File: src/rtl/mdu_seq_pkg.sv
`default_nettype none
// ============================================================================
// Module      : mdu_pkg
// Description : Shared types, constants and helpers for the RV32M sequencer.
// Revision    : 1.0 - initial release
// ============================================================================
package mdu_pkg;

    localparam int DIV_ITER = 32;

    typedef enum logic [2:0] {
        OP_MUL    = 3'b000,
        OP_MULH   = 3'b001,
        OP_MULHSU = 3'b010,
        OP_MULHU  = 3'b011,
        OP_DIV    = 3'b100,
        OP_DIVU   = 3'b101,
        OP_REM    = 3'b110,
        OP_REMU   = 3'b111
    } mdu_op_e;

    typedef enum logic [1:0] {
        S_IDLE = 2'd0,
        S_MUL  = 2'd1,
        S_DIV  = 2'd2,
        S_DONE = 2'd3
    } mdu_state_e;

    function automatic logic is_div(mdu_op_e op);
        return op >= OP_DIV;
    endfunction

    function automatic logic is_signed_div(mdu_op_e op);
        return (op == OP_DIV) || (op == OP_REM);
    endfunction

endpackage
`default_nettype wire

File: src/rtl/mdu_seq_if.sv
`default_nettype none
// ============================================================================
// Module      : mdu_seq_if
// Description : Request/result handshake bundle for the M-op sequencer.
// Revision    : 1.0 - initial release
// ============================================================================
interface mdu_seq_if;
    logic        i_valid;
    logic        o_ready;
    logic [2:0]  i_op;
    logic [31:0] i_x;
    logic [31:0] i_y;
    logic        i_flush;
    logic        o_valid;
    logic        i_ready;
    logic [31:0] o_res;

    modport slave (
        input  i_valid, i_op, i_x, i_y, i_flush, i_ready,
        output o_ready, o_valid, o_res
    );

    modport master (
        output i_valid, i_op, i_x, i_y, i_flush, i_ready,
        input  o_ready, o_valid, o_res
    );
endinterface
`default_nettype wire

File: src/rtl/mdu_seq_div_step.sv
`default_nettype none
// ============================================================================
// Module      : mdu_div_step
// Description : One combinational restoring-division step.
// Revision    : 1.0 - initial release
// ============================================================================
module mdu_div_step (
    input  logic [32:0] i_rem,
    input  logic        i_bit,
    input  logic [31:0] i_divisor,
    output logic [32:0] o_rem,
    output logic        o_q
);
    logic [33:0] w_shift;
    logic [33:0] w_diff;

    // One extra bit on top so the borrow of the trial subtract is visible.
    assign w_shift = {i_rem, i_bit};
    assign w_diff  = w_shift - {2'b00, i_divisor};
    assign o_q     = ~w_diff[33];
    assign o_rem   = o_q ? w_diff[32:0] : w_shift[32:0];
endmodule
`default_nettype wire

File: src/rtl/mdu_seq.sv
`default_nettype none
// ============================================================================
// Module      : mdu_seq
// Description : Multi-cycle RV32M multiply/divide sequencer with result hold.
// Revision    : 1.0 - initial release
// ============================================================================
module mdu_seq
    import mdu_pkg::*;
(
    input  logic       i_clk,
    input  logic       i_rst,
    mdu_seq_if.slave   bus
);
    mdu_state_e  r_state;
    mdu_state_e  w_state_nxt;
    mdu_op_e     r_op;
    mdu_op_e     w_op;
    logic [31:0] r_a;
    logic [31:0] r_b;
    logic [31:0] r_res;
    logic [32:0] r_rem;
    logic [4:0]  r_cnt;
    logic        r_qneg;
    logic        r_rneg;

    logic        w_accept;
    logic        w_ready;
    logic        w_valid;
    logic        w_sdiv;
    logic        w_y_zero;
    logic        w_ovf;
    logic        w_special;
    logic [31:0] w_special_res;
    logic [31:0] w_x_abs;
    logic [31:0] w_y_abs;

    logic        w_x_sx;
    logic        w_y_sx;
    logic [63:0] w_x_ext;
    logic [63:0] w_y_ext;
    logic [63:0] w_prod;
    logic [31:0] w_mul_res;

    logic [32:0] w_rem_nxt;
    logic        w_q;
    logic [31:0] w_quo;
    logic        w_is_rem;
    logic [31:0] w_div_res;

    // ---------------- request decode ----------------
    assign w_op      = mdu_op_e'(bus.i_op);
    assign w_sdiv    = is_signed_div(w_op);
    assign w_y_zero  = (bus.i_y == 32'd0);
    assign w_ovf     = w_sdiv && (bus.i_x == 32'h8000_0000) && (bus.i_y == 32'hFFFF_FFFF);
    assign w_special = is_div(w_op) && (w_y_zero || w_ovf);
    assign w_x_abs   = (w_sdiv && bus.i_x[31]) ? (32'd0 - bus.i_x) : bus.i_x;
    assign w_y_abs   = (w_sdiv && bus.i_y[31]) ? (32'd0 - bus.i_y) : bus.i_y;

    always_comb begin
        w_special_res = 32'd0;
        if (w_y_zero) begin
            w_special_res = ((w_op == OP_REM) || (w_op == OP_REMU)) ? bus.i_x : 32'hFFFF_FFFF;
        end else if (w_op == OP_DIV) begin
            w_special_res = 32'h8000_0000;
        end
    end

    // ---------------- multiply ----------------
    assign w_x_sx    = (r_op == OP_MUL) || (r_op == OP_MULH) || (r_op == OP_MULHSU);
    assign w_y_sx    = (r_op == OP_MUL) || (r_op == OP_MULH);
    assign w_x_ext   = {{32{w_x_sx & r_a[31]}}, r_a};
    assign w_y_ext   = {{32{w_y_sx & r_b[31]}}, r_b};
    assign w_prod    = w_x_ext * w_y_ext;
    assign w_mul_res = (r_op == OP_MUL) ? w_prod[31:0] : w_prod[63:32];

    // ---------------- divide ----------------
    mdu_div_step u_div_step (
        .i_rem     (r_rem),
        .i_bit     (r_a[31]),
        .i_divisor (r_b),
        .o_rem     (w_rem_nxt),
        .o_q       (w_q)
    );

    assign w_quo     = {r_a[30:0], w_q};
    assign w_is_rem  = (r_op == OP_REM) || (r_op == OP_REMU);
    assign w_div_res = w_is_rem ? (r_rneg ? (32'd0 - w_rem_nxt[31:0]) : w_rem_nxt[31:0])
                                : (r_qneg ? (32'd0 - w_quo) : w_quo);

    // ---------------- FSM ----------------
    always_ff @(posedge i_clk) begin
        if (i_rst) begin
            r_state <= S_IDLE;
        end else begin
            r_state <= w_state_nxt;
        end
    end

    always_comb begin
        w_state_nxt = r_state;
        w_ready     = 1'b0;
        w_valid     = 1'b0;
        w_accept    = 1'b0;
        case (r_state)
            S_IDLE: begin
                w_ready = 1'b1;
                if (bus.i_valid && !bus.i_flush) begin
                    w_accept = 1'b1;
                    if (!is_div(w_op)) begin
                        w_state_nxt = S_MUL;
                    end else if (w_special) begin
                        w_state_nxt = S_DONE;
                    end else begin
                        w_state_nxt = S_DIV;
                    end
                end
            end
            S_MUL: w_state_nxt = S_DONE;
            S_DIV: begin
                if (r_cnt == 5'd0) begin
                    w_state_nxt = S_DONE;
                end
            end
            S_DONE: begin
                w_valid = 1'b1;
                if (bus.i_ready) begin
                    w_state_nxt = S_IDLE;
                end
            end
            default: w_state_nxt = S_IDLE;
        endcase
        if (bus.i_flush) begin
            w_state_nxt = S_IDLE;
        end
    end

    // ---------------- datapath registers ----------------
    always_ff @(posedge i_clk) begin
        if (i_rst) begin
            r_op   <= OP_MUL;
            r_a    <= 32'd0;
            r_b    <= 32'd0;
            r_res  <= 32'd0;
            r_rem  <= 33'd0;
            r_cnt  <= 5'd0;
            r_qneg <= 1'b0;
            r_rneg <= 1'b0;
        end else if (w_accept) begin
            r_op   <= w_op;
            r_cnt  <= 5'(DIV_ITER - 1);
            r_rem  <= 33'd0;
            r_qneg <= w_sdiv && (bus.i_x[31] ^ bus.i_y[31]);
            r_rneg <= w_sdiv && bus.i_x[31];
            // Dividend doubles as the quotient shift register during DIV.
            if (is_div(w_op)) begin
                r_a <= w_x_abs;
                r_b <= w_y_abs;
            end else begin
                r_a <= bus.i_x;
                r_b <= bus.i_y;
            end
            if (w_special) begin
                r_res <= w_special_res;
            end
        end else if (r_state == S_MUL) begin
            r_res <= w_mul_res;
        end else if (r_state == S_DIV) begin
            r_rem <= w_rem_nxt;
            r_a   <= w_quo;
            r_cnt <= r_cnt - 5'd1;
            if (r_cnt == 5'd0) begin
                r_res <= w_div_res;
            end
        end
    end

    assign bus.o_ready = w_ready;
    assign bus.o_valid = w_valid;
    assign bus.o_res   = r_res;

endmodule
`default_nettype wire

File: src/flat_wrapper.sv
// flat-port wrapper written by rule: the top's interface ports become plain ports
module mdu_seq_flat import mdu_pkg::*;
  (i_clk, i_rst, bus_i_valid, bus_i_op, bus_i_x, bus_i_y, bus_i_flush, bus_i_ready, bus_o_ready, bus_o_valid, bus_o_res);
  mdu_seq_if bus_i ();
  input  logic i_clk;
  input  logic i_rst;
  input wire logic [$bits(bus_i.i_valid)-1:0] bus_i_valid;
  input wire logic [$bits(bus_i.i_op)-1:0] bus_i_op;
  input wire logic [$bits(bus_i.i_x)-1:0] bus_i_x;
  input wire logic [$bits(bus_i.i_y)-1:0] bus_i_y;
  input wire logic [$bits(bus_i.i_flush)-1:0] bus_i_flush;
  input wire logic [$bits(bus_i.i_ready)-1:0] bus_i_ready;
  output wire logic [$bits(bus_i.o_ready)-1:0] bus_o_ready;
  output wire logic [$bits(bus_i.o_valid)-1:0] bus_o_valid;
  output wire logic [$bits(bus_i.o_res)-1:0] bus_o_res;
  assign bus_i.i_valid = bus_i_valid;
  assign bus_i.i_op = bus_i_op;
  assign bus_i.i_x = bus_i_x;
  assign bus_i.i_y = bus_i_y;
  assign bus_i.i_flush = bus_i_flush;
  assign bus_i.i_ready = bus_i_ready;
  assign bus_o_ready = bus_i.o_ready;
  assign bus_o_valid = bus_i.o_valid;
  assign bus_o_res = bus_i.o_res;
  mdu_seq u_core (.i_clk(i_clk), .i_rst(i_rst), .bus(bus_i));
endmodule
File: config.mk
export PLATFORM = sky130hd
export DESIGN_NAME = mdu_seq_flat
export DESIGN_NICKNAME = d
export VERILOG_FILES = /design/src/rtl/mdu_seq_pkg.sv /design/src/rtl/mdu_seq_if.sv /design/src/rtl/mdu_seq_div_step.sv /design/src/rtl/mdu_seq.sv /design/src/flat_wrapper.sv
export SDC_FILE = /design/constraint.sdc
export NUM_CORES = 2
export LEC_CHECK = 0
export ABC_AREA = 1
export ABC_CLOCK_PERIOD_IN_PS = 7250
export BUFFER_PORTS_ARGS = -buffer_cell sky130_fd_sc_hd__buf_2
export CAP_MARGIN = 10
export CORE_MARGIN = 1
export CORE_UTILIZATION = 45
export DETAILED_ROUTE_END_ITERATION = 8
export GPL_TIMING_DRIVEN = 1
export HOLD_SLACK_MARGIN = 0.02
export PLACE_DENSITY = 0.67
export RECOVER_POWER = 100
export SLEW_MARGIN = 0
export SYNTH_ARGS = -nofsm -noshare
export SYNTH_HDL_FRONTEND = slang
export SYNTH_HIERARCHICAL = 1
export SYNTH_SLANG_ARGS = --single-unit
File: constraint.sdc
create_clock -name i_clk -period 7.25 [get_ports i_clk]
set_input_delay 0.3625 -clock i_clk [delete_from_list [all_inputs] [get_ports i_clk]]
set_output_delay 0.3625 -clock i_clk [all_outputs]
set_load 0.02 [all_outputs]
==> metrics.md <==
| Metric | Value |
|---|---|
| Transition time of the tightest slew-check pin | 2.90 ns |
| Violations in the final reports | design-rule violations, max-capacitance violations, max-slew violations, negative setup slack |
| Total Wirelength | 203000 µm |
| Maximum single-stage delay on the critical path | 0.61 ns |
| Clk_lat worst skew | 0.46 ns |
| Clock tree from TritonCTS | built |
| Number of synthesized flops with an enable pin | 0 |
| Detailed Route Iter0 Violations | 4505 |
| Top cells by area, synth | sky130_fd_sc_hd__fa_1, sky130_fd_sc_hd__nand2_1, sky130_fd_sc_hd__inv_1 |
| Data arrival at the endpoint of the critical path | 7.66 ns |
| Detailed placement HPWL | 171000 µm |
| Status | finished with violations |
| Die width | 350 µm |
| Maximum count of clock buffers along a single path | 2 |
| Global router's overall resource usage | 0.335 |
| Critical Path Most Common Cell | sky130_fd_sc_hd__fa_1 |
| Synthesized netlist cell count | 7728 |
| Clock Sinks | 141 |
| Standard cell with the maximum stage delay on the critical path | sky130_fd_sc_hd__fa_2 |
| Achievable Freq | 138 MHz |
| Final critical-path setup slack | -0.0159 ns |
| Tightest hold margin | 0.198 ns |
| Leading post-synthesis cells by instance count | sky130_fd_sc_hd__nand2_1, sky130_fd_sc_hd__inv_1, sky130_fd_sc_hd__fa_1 |
| Power Dens Cells | 151 mW/mm² |
| Peak supply drop | 165 µV |
| Setup repair after global routing missed its margin | yes |
| Core Footprint | 0.120 mm² |
| Depth of the CTS H-tree | 4 |
| Static Leakage | 33.7 nW |
| Net Count, Synth | 9181 |
| Antenna violation net count after detailed routing | 0 |
| Gp weighted congestion | 1.02 |
| Number of buffers inserted during clock tree synthesis | 17 |
| Detailed-route DRC error count | 4 |
| Worst Skew | 0.0121 ns |
| Category of the worst setup path launch point | flip-flop |
| Global-route wire length before repair | 310000 µm |
| Initial DRT Pass Iterations | 9 |
| Wire per inst | 20.8 µm |
| Detailed-route via count | 51000 |
| Register-to-register setup slack | -0.02 ns |
| Worst path required time | 7.64 ns |
| Count of final setup violators | 4 |
| Per-cell via count in the routed design | 5.22 |
| Post-synthesis area per instance | 7.06 µm² |
| Top cell type's share of synthesized area | 0.413 |
| Via count of the first global-routing pass | 52500 |
| CTS clock-pin slew for the worst setup and hold paths | 0.08 ns |
| Most area-hungry cell type in the Yosys netlist | sky130_fd_sc_hd__fa_1 |
| Distinct cells, synth | 60 |
| Clock period minus worst slack | 7.27 ns |
| Share of post-route cells with drive strength above 1 | 0.160 |
| Post-synthesis sequential area ratio | 0.0518 |
| Layout overhead on the synthesized area | 18.0% |
| Hold Vio Cnt, Final | 0 |
| Count of nets after finishing | 9587 |
| Combined area of all synthesized cells | 0.0545 mm² |
| Number of buffer cells added on primary ports | 105 |
| Number of placed I/O pins | 106 |
| Initial Utilization | 0.455 |
| Max-Cap Viols | 4 |
| Number of antenna violations at the first check in global routing | 8 |
| Root buffer selected by CTS | sky130_fd_sc_hd__clkbuf_16 |
| Die Height | 350 µm |
| Most frequent cell after synthesis | sky130_fd_sc_hd__nand2_1 |
| Number of placement rows | 127 |
| Most used flip-flop cell after synthesis | sky130_fd_sc_hd__dfxtp_1 |
| Synth Warn # | 6 |
| Maximum net fanout on the critical path | 7 |
| Maximum number of pins on one net before global-route repair | 70 |
| Post-route insts no fill | 9761 |
| Crit end category | flip-flop |
| Proportion of register bits with asynchronous set or reset after synthesis | 0 |
| Placed cell count | 9688 |
| Slew HR | -0.934 |
| Die Area | 0.123 mm² |
| Post-route clock period utilization | 1.00 |
| Path class of the lowest-slack min-delay path | in2reg |
| Count of state elements after synthesis | 141 |
| Total global routing overflow | 0 |
| Kind of critical path | reg2reg |
| Max-slew violation count | 148 |
## cell usage in the layout (no fill, tap or decap), types with 39 or more instances in the layout
| cell type | count |
|---|---|
| sky130_fd_sc_hd__nand2_1 | 2086 |
| sky130_fd_sc_hd__a21oi_2 | 50 |
| sky130_fd_sc_hd__buf_4 | 510 |
| sky130_fd_sc_hd__a21oi_1 | 225 |
| sky130_fd_sc_hd__buf_2 | 70 |
| sky130_fd_sc_hd__nand3_2 | 80 |
| sky130_fd_sc_hd__clkbuf_1 | 41 |
| sky130_fd_sc_hd__fa_1 | 1109 |
| sky130_fd_sc_hd__nand3_1 | 218 |
| sky130_fd_sc_hd__nor2_4 | 42 |
| sky130_fd_sc_hd__o21ai_1 | 56 |
| sky130_fd_sc_hd__ha_1 | 214 |
| sky130_fd_sc_hd__nor2_1 | 363 |
| sky130_fd_sc_hd__o21ai_0 | 185 |
| sky130_fd_sc_hd__nand2_2 | 85 |
| sky130_fd_sc_hd__nor3_1 | 63 |
| sky130_fd_sc_hd__xor2_1 | 39 |
| sky130_fd_sc_hd__nand4_1 | 56 |
| sky130_fd_sc_hd__dfxtp_1 | 116 |
| sky130_fd_sc_hd__inv_1 | 1947 |
| sky130_fd_sc_hd__nor2_2 | 47 |
| sky130_fd_sc_hd__buf_12 | 95 |
| sky130_fd_sc_hd__inv_2 | 56 |
## where the power goes
group | leakage, nW | switching (mW) | internal (mW) | total (mW)
clock network | 0.286 | 0.456 | 0.521 | 0.976
logic | 32.3 | 4.76 | 3.03 | 7.79
registers | 1.17 | 0.0952 | 0.834 | 0.930
## sequential cells by signal (all words and copies together), names as in the netlist
name,flops
u_core/bus.o_res,32
u_core/r_a,32
u_core/r_b,32
u_core/r_cnt,5
u_core/r_op,3
u_core/r_qneg,1
u_core/r_rem,33
u_core/r_rneg,1
u_core/r_state,2
## through the flow
stage	utilization	TNS [ns]	worst slack, ns	power (mW)	area [µm²]
after floorplan	-	0	0.00859	4.63	54600
after global routing	0.536	-4.83	-0.309	10.4	64300
final	0.536	-0.0523	-0.0159	9.70	64300
after global placement	0.511	-6.46	-0.463	7.40	61300
after detailed placement	0.511	-7.95	-0.468	7.45	61300
after CTS	0.526	-0.449	-0.0887	9.04	63000
## cell type report
cell class	instances	area (µm²)
fillers	11700	55600
repair buffers	748	6620
inverters	2018	7610
clock inverters	15	175
flip-flops and latches	141	2870
diodes	2	5.00
clock buffers	17	425
multi-input cells	5208	44600
well taps	1612	2020
## routing by layer
| layer | part of all wire | routed length [µm] | global-route usage |
|---|---|---|---|
| met5 | 0.00026 | 53 | 0 |
| met4 | 0.046 | 9400 | 0.122 |
| met3 | 0.078 | 15800 | 0.0471 |
| met2 | 0.46 | 94100 | 0.553 |
| met1 | 0.41 | 83300 | 0.447 |
## critical path: cells and delay by family, from the launching register on
family / cells / cell delay (ns)
AO/OA/AOI/OAI: 1 / 0.11
AND/OR/NAND/NOR: 12 / 1.44
buffers and inverters: 8 / 0.67
adder cells (fa/ha/maj): 9 / 4.59
flip-flops: 1 / 0.37
## kinds of logic (layout without fill, tap and decap cells)
group,after synthesis,count (layout),synth area share
AND/OR/NAND/NOR,3146,3147,0.240
adder cells (fa/ha/maj),1381,1381,0.472
flip-flops,141,141,0.0518
other,0,2,0
AO/OA/AOI/OAI,626,626,0.0616
XOR/XNOR,54,54,0.00867
buffers and inverters,2380,2798,0.167
## timing repair
action                                  4_1_cts  5_1_grt
gates resized for setup                     256      325
gates cloned                                  1        1
setup buffers                                14       24
hold buffers                                  0        0
pin swaps                                    61      138
endpoints found under the setup margin       32       32
## worst paths after layout
path	start	end	cells after the start
max	u_core/r_op[0]$_SDFFE_PP0P_	u_core/bus.o_res[24]$_SDFFE_PP0P_	30
min	bus_i_flush	u_core/r_state[0]$_SDFFE_PP0P_	3
max reg2reg	u_core/r_op[0]$_SDFFE_PP0P_	u_core/bus.o_res[24]$_SDFFE_PP0P_	30
min reg2reg	u_core/r_rem[16]$_SDFFE_PP0P_	u_core/r_rem[16]$_SDFFE_PP0P_	2
(Power assumes the default switching activity.)
